===== config.mk =====
export PLATFORM = sky130hd
export DESIGN_NAME = hazard_unit
export DESIGN_NICKNAME = d
export VERILOG_FILES = /design/src/rtl/hazard_unit.sv
export SDC_FILE = /design/constraint.sdc
export NUM_CORES = 1
export LEC_CHECK = 0
export BUFFER_PORTS_ARGS = -buffer_cell sky130_fd_sc_hd__buf_2
export CAP_MARGIN = 0
export CELL_PAD_IN_SITES_DETAIL_PLACEMENT = 1
export CELL_PAD_IN_SITES_GLOBAL_PLACEMENT = 1
export CORE_ASPECT_RATIO = 0.6
export CORE_MARGIN = 2
export CORE_UTILIZATION = 35
export DETAILED_ROUTE_END_ITERATION = 8
export HOLD_SLACK_MARGIN = 0.15
export PLACE_DENSITY_LB_ADDON = 0.1
export SYNTH_ARGS = -nofsm -noshare
export SYNTH_HDL_FRONTEND = slang
export SYNTH_SLANG_ARGS = --single-unit

===== constraint.sdc =====
create_clock -name clk -period 2.4 [get_ports clk]
set_input_delay 0.12 -clock clk [delete_from_list [all_inputs] [get_ports clk]]
set_output_delay 0.12 -clock clk [all_outputs]
set_load 0.005 [all_outputs]

===== src/rtl/hazard_unit.sv =====
// Hazard controller: forwarding, load-use/branch stall-flush and fixed-latency memory freeze.
// Define HAZARD_MEMWAIT_EN to compile in the memory wait sequencer.
module hazard_unit #(
  parameter int unsigned WAIT_CYCLES = 2
) (
  input  logic        clk,
  input  logic        reset_n,
  input  logic [3:0]  RA1D,
  input  logic [3:0]  RA2D,
  input  logic [3:0]  RA1E,
  input  logic [3:0]  RA2E,
  input  logic [3:0]  WA3E,
  input  logic [3:0]  WA3M,
  input  logic [3:0]  WA3W,
  input  logic        RegWriteM,
  input  logic        RegWriteW,
  input  logic        MemtoRegE,
  input  logic        MemtoRegM,
  input  logic        MemWriteM,
  input  logic        PCSrcD,
  input  logic        PCSrcE,
  input  logic        PCSrcM,
  input  logic        PCSrcW,
  input  logic        BranchTakenE,
  output logic [1:0]  ForwardAE,
  output logic [1:0]  ForwardBE,
  output logic        StallF,
  output logic        StallD,
  output logic        StallE,
  output logic        StallM,
  output logic        FlushD,
  output logic        FlushE,
  output logic        FlushW,
  output logic        MemBusy,
  output logic [31:0] StallCount
);

  logic ldr_stall;
  logic pc_wr_pending;
  logic mem_stall;

  // M-stage ALU result takes priority over the W-stage result.
  always_comb begin
    ForwardAE = 2'b00;
    ForwardBE = 2'b00;
    if (RegWriteM && (RA1E == WA3M))      ForwardAE = 2'b10;
    else if (RegWriteW && (RA1E == WA3W)) ForwardAE = 2'b01;
    if (RegWriteM && (RA2E == WA3M))      ForwardBE = 2'b10;
    else if (RegWriteW && (RA2E == WA3W)) ForwardBE = 2'b01;
  end

  assign ldr_stall     = MemtoRegE && ((RA1D == WA3E) || (RA2D == WA3E));
  assign pc_wr_pending = PCSrcD || PCSrcE || PCSrcM;

`ifdef HAZARD_MEMWAIT_EN
  localparam int unsigned CntW = (WAIT_CYCLES > 1) ? $clog2(WAIT_CYCLES) : 1;

  typedef enum logic {StIdle, StBusy} state_e;

  state_e            state_q, state_d;
  logic [CntW-1:0]   cnt_q, cnt_d;
  logic              access;

  assign access = MemtoRegM || MemWriteM;

  always_comb begin
    state_d   = state_q;
    cnt_d     = cnt_q;
    mem_stall = 1'b0;
    unique case (state_q)
      StIdle: begin
        if (access && (WAIT_CYCLES > 0)) begin
          state_d   = StBusy;
          cnt_d     = CntW'(WAIT_CYCLES - 1);
          mem_stall = 1'b1;
        end
      end
      StBusy: begin
        if (cnt_q != '0) begin
          cnt_d     = cnt_q - CntW'(1);
          mem_stall = 1'b1;
        end else begin
          // Release cycle: stalls drop so the access leaves M on the next edge.
          state_d = StIdle;
        end
      end
      default: state_d = StIdle;
    endcase
  end

  always_ff @(posedge clk or negedge reset_n) begin
    if (!reset_n) begin
      state_q <= StIdle;
      cnt_q   <= '0;
    end else begin
      state_q <= state_d;
      cnt_q   <= cnt_d;
    end
  end

  assign MemBusy = (state_q == StBusy);
`else
  logic unused_mem;

  assign unused_mem = ^{MemtoRegM, MemWriteM, 32'(WAIT_CYCLES)};
  assign mem_stall  = 1'b0;
  assign MemBusy    = 1'b0;
`endif

  // Frozen stages keep their contents, so no D/E flush while memory stalls.
  always_comb begin
    StallF = 1'b0;
    StallD = 1'b0;
    StallE = 1'b0;
    StallM = 1'b0;
    FlushD = 1'b0;
    FlushE = 1'b0;
    FlushW = 1'b0;
    if (mem_stall) begin
      StallF = 1'b1;
      StallD = 1'b1;
      StallE = 1'b1;
      StallM = 1'b1;
      FlushW = 1'b1;
    end else begin
      StallF = ldr_stall || pc_wr_pending;
      StallD = ldr_stall;
      FlushD = pc_wr_pending || PCSrcW || BranchTakenE;
      FlushE = ldr_stall || BranchTakenE;
    end
  end

  always_ff @(posedge clk or negedge reset_n) begin
    if (!reset_n) begin
      StallCount <= '0;
    end else if (StallF) begin
      StallCount <= StallCount + 32'd1;
    end
  end

endmodule


* After elaboration in Yosys (flattened, before gate mapping)
Index checks and enable logic that the tools add are counted.
Widths: inputs -> output; s select.
** Storage, ports and cells
- Bits in writable memories :: 0
- Bits in latches :: 0
- Memories kept :: 0
- Logic and storage cells :: 24
- Input bits :: 40
- Flip-flop bits (word level) :: 32
- Bits in read-only memories :: 0
- Output and inout bits :: 44
** Operators by class
- Multipliers :: 0
- Shifts and indexed selects :: 0
- Add/sub/neg operators :: 1
- Mux-type cells :: 4
- Reductions and logical operators :: 12
- Divide/modulo/power cells :: 0
- Bitwise gates (word level) :: 0
- Equality and inequality tests :: 6
- $lt $le $gt $ge :: 0
** Operator list (count)
- $add 32x1->32 const B :: 1
- $eq 4x4->1 :: 6
- $logic_or 1x1->1 :: 7
- $logic_and 1x1->1 :: 5
- $mux 2 :: 2
- $mux 1 :: 2

* Logic depth before layout (Yosys ltp)
Gate-level depths: netlist of run 1.
- Depth after elaboration :: 4
- Gate-level depth with buffers :: 6

* Least setup slack after synthesis of run 1
OpenSTA, ideal clock, no wires.
- Path kind :: reg2reg
- From :: register StallCount[2]
- To :: register StallCount[27]
- Cell stages (with the launch flop) :: 7
- Data arrival time :: 1.899 ns
- Setup slack :: 0.421 ns
- Data required time :: 2.321 ns
- Clock period less this slack :: 1.979 ns
- Library setup time :: 0.079 ns
- Cell sequence :: dfrtp_1 > nand4_2 > or2_0 > clkbuf_2 > or4_4 > a2111oi_4 > xor2_1
** On the way
- Longest elaborated chain between the ends :: 1
** RTL lines
- from (decl) :: RTL line 35 : output logic [31:0] StallCount
- from (signal assigned) :: RTL line 137 : StallCount <= StallCount + 32'd1;
- $add 32x1->32 :: RTL line 137
Every way passes these cells.
A chain may end at the register's enable or synchronous reset.

* Final worst setup path of run 1
- From :: register StallCount[20]
- To :: register StallCount[29]
The elaborated chain is that of the path after synthesis.

==> impl_metrics.env, run 1 <==
export IMPL_syn2layout_area_growth_pct=28.45
export IMPL_track_usage=0.1810
export IMPL_p_int_mw=1.257
export IMPL_seq_area_frac_synth=0.4038
export IMPL_switching_share=0.3828
export IMPL_cts_htree_levels=2
export IMPL_fmax_ghz=0.4823
export IMPL_reg2reg_from="StallCount[20]"
export IMPL_r2r_cells=5
export IMPL_ff2ff_setup_slack_ps=330
export IMPL_synthSimpleGateAreaFrac=0.1590
export IMPL_worst_hold_slack_ps=443.9
export IMPL_switchingPower_mw=0.7794
export IMPL_dp_hpwl_um=4181
export IMPL_antenna_found_initial=0
export IMPL_gp_congestion=0.7407
export IMPL_clkSinkCount=32
export IMPL_p_leak_nw=1.078
export IMPL_combPwrFrac=0.348
export IMPL_avgSynthCellArea_um2=9.818
export IMPL_fillers=654
export IMPL_fp_dieH_um=62.31
export IMPL_first_iter_violations=40
export IMPL_post_cts_buffers=0
export IMPL_overflow=0
export IMPL_ys_ff_latch=32
export IMPL_drv_slew=0
export IMPL_outcome="completed"
export IMPL_io_pins=84
export IMPL_drv_cap=0
export IMPL_ant_nets=0
export IMPL_synthMuxAreaShare=0.005678
export IMPL_power_frac_seq=0.438
export IMPL_cts_buffer_depth=2
export IMPL_critPathCaptureType="flip-flop"
export IMPL_cp_arrival_ps=2210
export IMPL_syn_inst=202
export IMPL_routed_wl_um=5392
export IMPL_drive_above_1_share=0.3404
export IMPL_rsz0062_at_grt="false"
export IMPL_cellPowerDensity_mw_per_mm2=799.3
export IMPL_rows=21
export IMPL_syn_area_mm2=0.001983
export IMPL_clk_pin_slew_ps=70
export IMPL_coreArea_mm2=0.005518
export IMPL_finalSetupTns_ps=0
export IMPL_slew_headroom=0.4945
export IMPL_die_area_mm2=0.006304
export IMPL_largest_registers="StallCount x32"
export IMPL_synth_top_family_by_area="XOR/XNOR gates"
export IMPL_dr_pass1_iters=5
export IMPL_peakVddDrop_uv=430.5
export IMPL_required_ps=2540
export IMPL_crit_fanout=5
export IMPL_drt_wirelength_per_cell_um=15.23
export IMPL_tightest_slew_ps=739.2
export IMPL_largest_register="StallCount"
export IMPL_critPathKind="flip-flop to flip-flop"
export IMPL_hp_class="primary input to async pin"
export IMPL_synth_fa_ha_area_frac=0.006309
export IMPL_cts_made_buffers=5
export IMPL_grt_pass1_vias=1796
export IMPL_synth_warnings=0
export IMPL_grt_max_degree=33
export IMPL_grt_pass1_wl_um=9080
export IMPL_diodes=0
export IMPL_clkPwrFrac=0.214
export IMPL_synth_xor_xnor_area_share=0.2297
export IMPL_post_route_min_period_ps=2074
export IMPL_reg2reg_to="StallCount[29]"
export IMPL_remaining_drc_errors=0
export IMPL_setup_viol=0
export IMPL_cts_tree="yes"
export IMPL_start_util=0.3594
export IMPL_finClkSkew_ps=3.358
export IMPL_nets=325
export IMPL_largest_register_ffs=32
export IMPL_post_route_period_util=0.8640
export IMPL_avgViaCountPerCell=4.975
export IMPL_cts_root_buf="clkbuf_8"
export IMPL_startpoint_type="flip-flop"
export IMPL_place_port_buffers=77
export IMPL_insertion_delay_ps=280
export IMPL_hold_viol_final=0
export IMPL_die_width_um=101.2
export IMPL_yosysUniqueCellTypes=36
export IMPL_synth_compound_area_frac=0.1382
export IMPL_route_vias_total=1761
## layout make-up
cell class	instances	area, um^2	share of cell area
repair buffers	84	440.4	0.1729
multi-input cells	151	1092	0.4288
well taps	69	86.33	0.03389
clock buffers	8	90.09	0.03536
inverters	10	37.54	0.01473
flip-flops and latches	32	800.8	0.3143
## cell families after synthesis
family / count (synthesis)
AND/OR/NAND/NOR: 59
other: 1
buffers and inverters: 22
flip-flops: 32
XOR/XNOR: 52
adder cells (fa/ha/maj): 1
multiplexers: 1
AO/OA/AOI/OAI: 34
## power by group through the flow
stage	sequential, mW	clock (mW)	combinational [mW]
finish	0.892	0.435	0.709
global route	0.920	0.468	0.810
CTS	0.892	0.443	0.720
detailed placement	0.899	0	0.717
global placement	0.891	0	0.702
floorplan	0.875	0	0.398
## metal layers
| layer | wire, um | GRT usage | part of all wire | vias to the layer above |
|---|---|---|---|---|
| met1 | 2932 | 0.2733 | 0.54 | 852 |
| met2 | 2263 | 0.2699 | 0.42 | 32 |
| li1 | - | - | - | 872 |
| met5 | 0 | 0 | 0 | - |
| met3 | 167 | 0.04054 | 0.031 | 5 |
| met4 | 28 | 0.02534 | 0.0052 | 0 |
## placed cells by master, fill, tap and decap left out, types with 3 or more instances in the layout
cell,count
buf_2,77
xor2_1,44
dfrtp_1,32
nand2_1,17
a211oi_1,11
inv_1,10
nand3_1,10
a2111oi_0,10
xnor2_1,8
a21oi_1,7
clkbuf_8,6
buf_4,6
nand4_1,5
nor2_1,4
conb_1,4
nor3_1,3
nor4_1,3
and2_1,3
and3_1,3
or3_1,3
## cell usage after synthesis (all sizes together)
| library cell | number | area, um^2 |
|---|---|---|
| a2111oi | 12 | 130.1 |
| a211oi | 11 | 82.58 |
| a21oi | 7 | 35.03 |
| a222oi | 1 | 10.01 |
| and2 | 3 | 18.77 |
| and3 | 3 | 18.77 |
| and4 | 1 | 8.760 |
| buf | 5 | 45.04 |
| clkbuf | 7 | 27.52 |
| conb | 1 | 3.750 |
| dfrtp | 32 | 800.8 |
| ha | 1 | 12.51 |
| inv | 10 | 37.54 |
| mux2 | 1 | 11.26 |
| nand2 | 17 | 63.81 |
| nand2b | 1 | 6.260 |
| nand3 | 10 | 50.05 |
| nand4 | 6 | 43.79 |
| nor2 | 4 | 15.01 |
| nor3 | 4 | 20.02 |
| nor4 | 3 | 18.77 |
| nor4b | 1 | 8.760 |
| o21ai | 2 | 10.00 |
| o22ai | 1 | 6.260 |
| or2 | 2 | 12.52 |
| or3 | 3 | 18.77 |
| or4 | 1 | 11.26 |
| xnor2 | 8 | 70.07 |
| xor2 | 44 | 385.4 |
## what timing repair did
item / in CTS / in global routing
hold buffers: 1 / 0
endpoints found under the hold margin: 32 / 0
resized for setup: 0 / 0
## how the worst max path moves through the flow
stage              startpoint              to  slack [ps]  cells past startpoint
2_1_floorplan   StallCount[2]  StallCount[27]         420                      6
3_3_place_gp          RA1D[2]  StallCount[24]         270                      7
6_report       StallCount[20]  StallCount[29]         330                      5
5_1_grt         StallCount[9]  StallCount[29]         120                      5
4_1_cts        StallCount[19]  StallCount[29]         270                      5
3_5_place_dp          WA3E[1]  StallCount[24]         240                      7
## through the flow
stage / total power, mW / cells / cell area, um^2 / setup slack, ps / utilization
floorplan: 1.273 / 205 / 1994 / 421.4 / -
global placement: 1.593 / 345 / 2447 / 265.3 / 0.4435
detailed placement: 1.616 / 345 / 2447 / 236.2 / 0.4435
CTS: 2.056 / 354 / 2547 / 274.6 / 0.4617
global route: 2.198 / 354 / 2547 / 122.1 / 0.4617
finish: 2.036 / 354 / 2547 / 326.4 / 0.4617
## worst max-delay path: stages, from the launching register on
cell       delay (ps)
dfrtp_1           440
nand4_1           160
or3_1             410
or2_2             290
a2111oi_0         510
xor2_1            120
Power figures use the tool's default switching activity.
==> run 2, diff against run 1 <==
--- a/config.mk
+++ b/config.mk
@@ -11,9 +11,9 @@
 export CELL_PAD_IN_SITES_GLOBAL_PLACEMENT = 1
 export CORE_ASPECT_RATIO = 0.6
 export CORE_MARGIN = 2
-export CORE_UTILIZATION = 35
+export CORE_UTILIZATION = 25
 export DETAILED_ROUTE_END_ITERATION = 8
-export HOLD_SLACK_MARGIN = 0.15
+export HOLD_SLACK_MARGIN = 0.06
 export PLACE_DENSITY_LB_ADDON = 0.1
 export SYNTH_ARGS = -nofsm -noshare
 export SYNTH_HDL_FRONTEND = slang
==> run 2 against run 1 <==
Effect of this change:
- clock-buffer cell count shrank 2
- register-to-register slack got worse by 110 ps
- via count is 0.57% higher
- cell area grew 5.4%
- sequential power rose by 0.6%
- core utilization decreased by 12 points
- critical endpoint unchanged
- clock skew grew 0.68 ps
- routed wire length increased by 15%
- sequential share of layout area decreased by 1.6 points
==> impl_metrics.env, run 2 (synthesis results as in run 1) <==
export IMPL_seq_area_um2=800.8
export IMPL_gp_congestion=0.8034
export IMPL_diodes=0
export IMPL_overflow=0
export IMPL_largest_register_ffs=32
export IMPL_finalPower_mw=2.251
export IMPL_grt_max_degree=33
export IMPL_critPathKind="flip-flop to flip-flop"
export IMPL_clk_pin_slew_ps=50
export IMPL_syn2layout_area_growth_pct=35.33
export IMPL_finClkSkew_ps=4.038
export IMPL_dr_pass1_iters=6
export IMPL_io_pins=84
export IMPL_stdcell_count=396
export IMPL_final_util=0.3446
export IMPL_first_iter_violations=41
export IMPL_drv_slew=0
export IMPL_cellPowerDensity_mw_per_mm2=838.7
export IMPL_tightest_slew_ps=777.3
export IMPL_cpMaxStageDelayCell="a2111oi_1"
export IMPL_cp_depth=5
export IMPL_drt_wirelength_per_cell_um=15.61
export IMPL_drv_cap=0
export IMPL_critical_path_max_stage_delay_ps=580
export IMPL_route_vias_total=1771
export IMPL_rows=25
export IMPL_coreArea_mm2=0.007789
export IMPL_grt_pass1_wl_um=10100
export IMPL_cts_made_buffers=5
export IMPL_fillers=913
export IMPL_place_port_buffers=77
export IMPL_nets=329
export IMPL_grt_pass1_vias=1750
export IMPL_fmax_ghz=0.4580
export IMPL_slew_headroom=0.4818
export IMPL_cts_buffer_depth=2
export IMPL_ant_nets=0
export IMPL_die_width_um=119.0
export IMPL_cts_tree="yes"
export IMPL_insertion_delay_ps=280
export IMPL_setup_viol=0
export IMPL_post_route_min_period_ps=2183
export IMPL_drive_above_1_share=0.3507
export IMPL_multiInputGateArea_mm2=0.001094
export IMPL_die_area_mm2=0.008684
export IMPL_required_ps=2530
export IMPL_r2r_cells=5
export IMPL_critPathCaptureType="flip-flop"
export IMPL_rsz0062_at_grt="false"
export IMPL_remaining_drc_errors=0
export IMPL_layout_common_cells="77 x buf_2, 44 x xor2_1, 32 x dfrtp_1"
export IMPL_hold_viol_final=0
export IMPL_cts_htree_levels=2
export IMPL_dpl_instance_area_mm2=0.002539
export IMPL_critPathBufInv=0
export IMPL_final_common_cell="buf_2"
export IMPL_outcome="completed"
export IMPL_track_usage=0.1528
export IMPL_startpoint_type="flip-flop"
export IMPL_clkSinkCount=32
export IMPL_design_area_mm2=0.002684
export IMPL_antenna_found_initial=0
export IMPL_finalSetupTns_ps=0
export IMPL_cts_root_buf="clkbuf_16"
export IMPL_dp_cells=388
export IMPL_avgViaCountPerCell=4.472
export IMPL_crit_family="simple AND/OR/NAND/NOR gates"
export IMPL_dp_hpwl_um=4723
export IMPL_start_util=0.2546
export IMPL_largest_registers="StallCount x32"
export IMPL_ff2ff_setup_slack_ps=220
export IMPL_post_route_period_util=0.9097
export IMPL_largest_register="StallCount"
export IMPL_crit_fanout=4
export IMPL_post_cts_buffers=0
export IMPL_crit_chain="nand4_1, or3_1, or2_2, a2111oi_1, xor2_1"
export IMPL_peakVddDrop_uv=345.8
export IMPL_hp_class="primary input to flip-flop"
export IMPL_fp_dieH_um=72.99
export IMPL_hold_depth=4
export IMPL_cp_arrival_ps=2320
export IMPL_routed_wl_um=6180
export IMPL_p_leak_nw=1.124
run 2: changes by cell type in the layout (fill, tap and decap cells not counted), sizes merged:
cell    before  now
clkinv       0    1
buf         83   87
clkbuf       8    6
run 2: what timing repair did:
item,CTS,global route
endpoints found under the setup margin,0,1
gates resized for setup,0,1
endpoints found under the hold margin,32,0
hold buffers,1,0
run 2: per-layer routing:
layer,vias to the layer above,global-route usage,part of all wire
met2,54,0.1941,0.36
met1,833,0.2484,0.58
met3,5,0.04219,0.055
li1,879,-,-
met5,-,0,0
met4,0,0.02778,0.0066
run 2: tightest hold or removal path: stages:
cell,delay (ps)
buf_2,80
o21ai_2,150
a21oi_1,200
xor2_1,90
run 2: worst paths after layout:
kind | startpoint | to
max in group asynchronous | reset_n | StallCount[24]
min in group asynchronous | reset_n | StallCount[12]
worst min register to register | StallCount[31] | StallCount[31]
worst min-delay path | MemtoRegE | StallCount[8]
worst max-delay path | StallCount[21] | StallCount[29]
worst max register to register | StallCount[21] | StallCount[29]
run 2: layout make-up:
class,count,share of cell area
tap,108,0.05035
clock inverter,1,0.001865
multi-input combinational,151,0.4075
sequential,32,0.2984
inverter,10,0.01399
timing repair buffer,88,0.1800
clock buffer,6,0.04802
run 2: power breakdown:
group / leakage [nW] / total [mW] / internal, mW / switching [mW]
sequential: 0.337 / 0.897 / 0.692 / 0.205
clock: 0.0667 / 0.620 / 0.377 / 0.242
combinational: 0.719 / 0.735 / 0.342 / 0.392
total: 1.12 / 2.25 / 1.41 / 0.839
run 2: per-stage QoR:
stage	worst slack, ps	hold slack (ps)
5_1_grt	107.1	452.5
2_1_floorplan	421.4	-175.6
3_5_place_dp	209.2	253.9
4_1_cts	199.3	421.1
6_report	216.7	411.4
3_3_place_gp	278.2	253.1
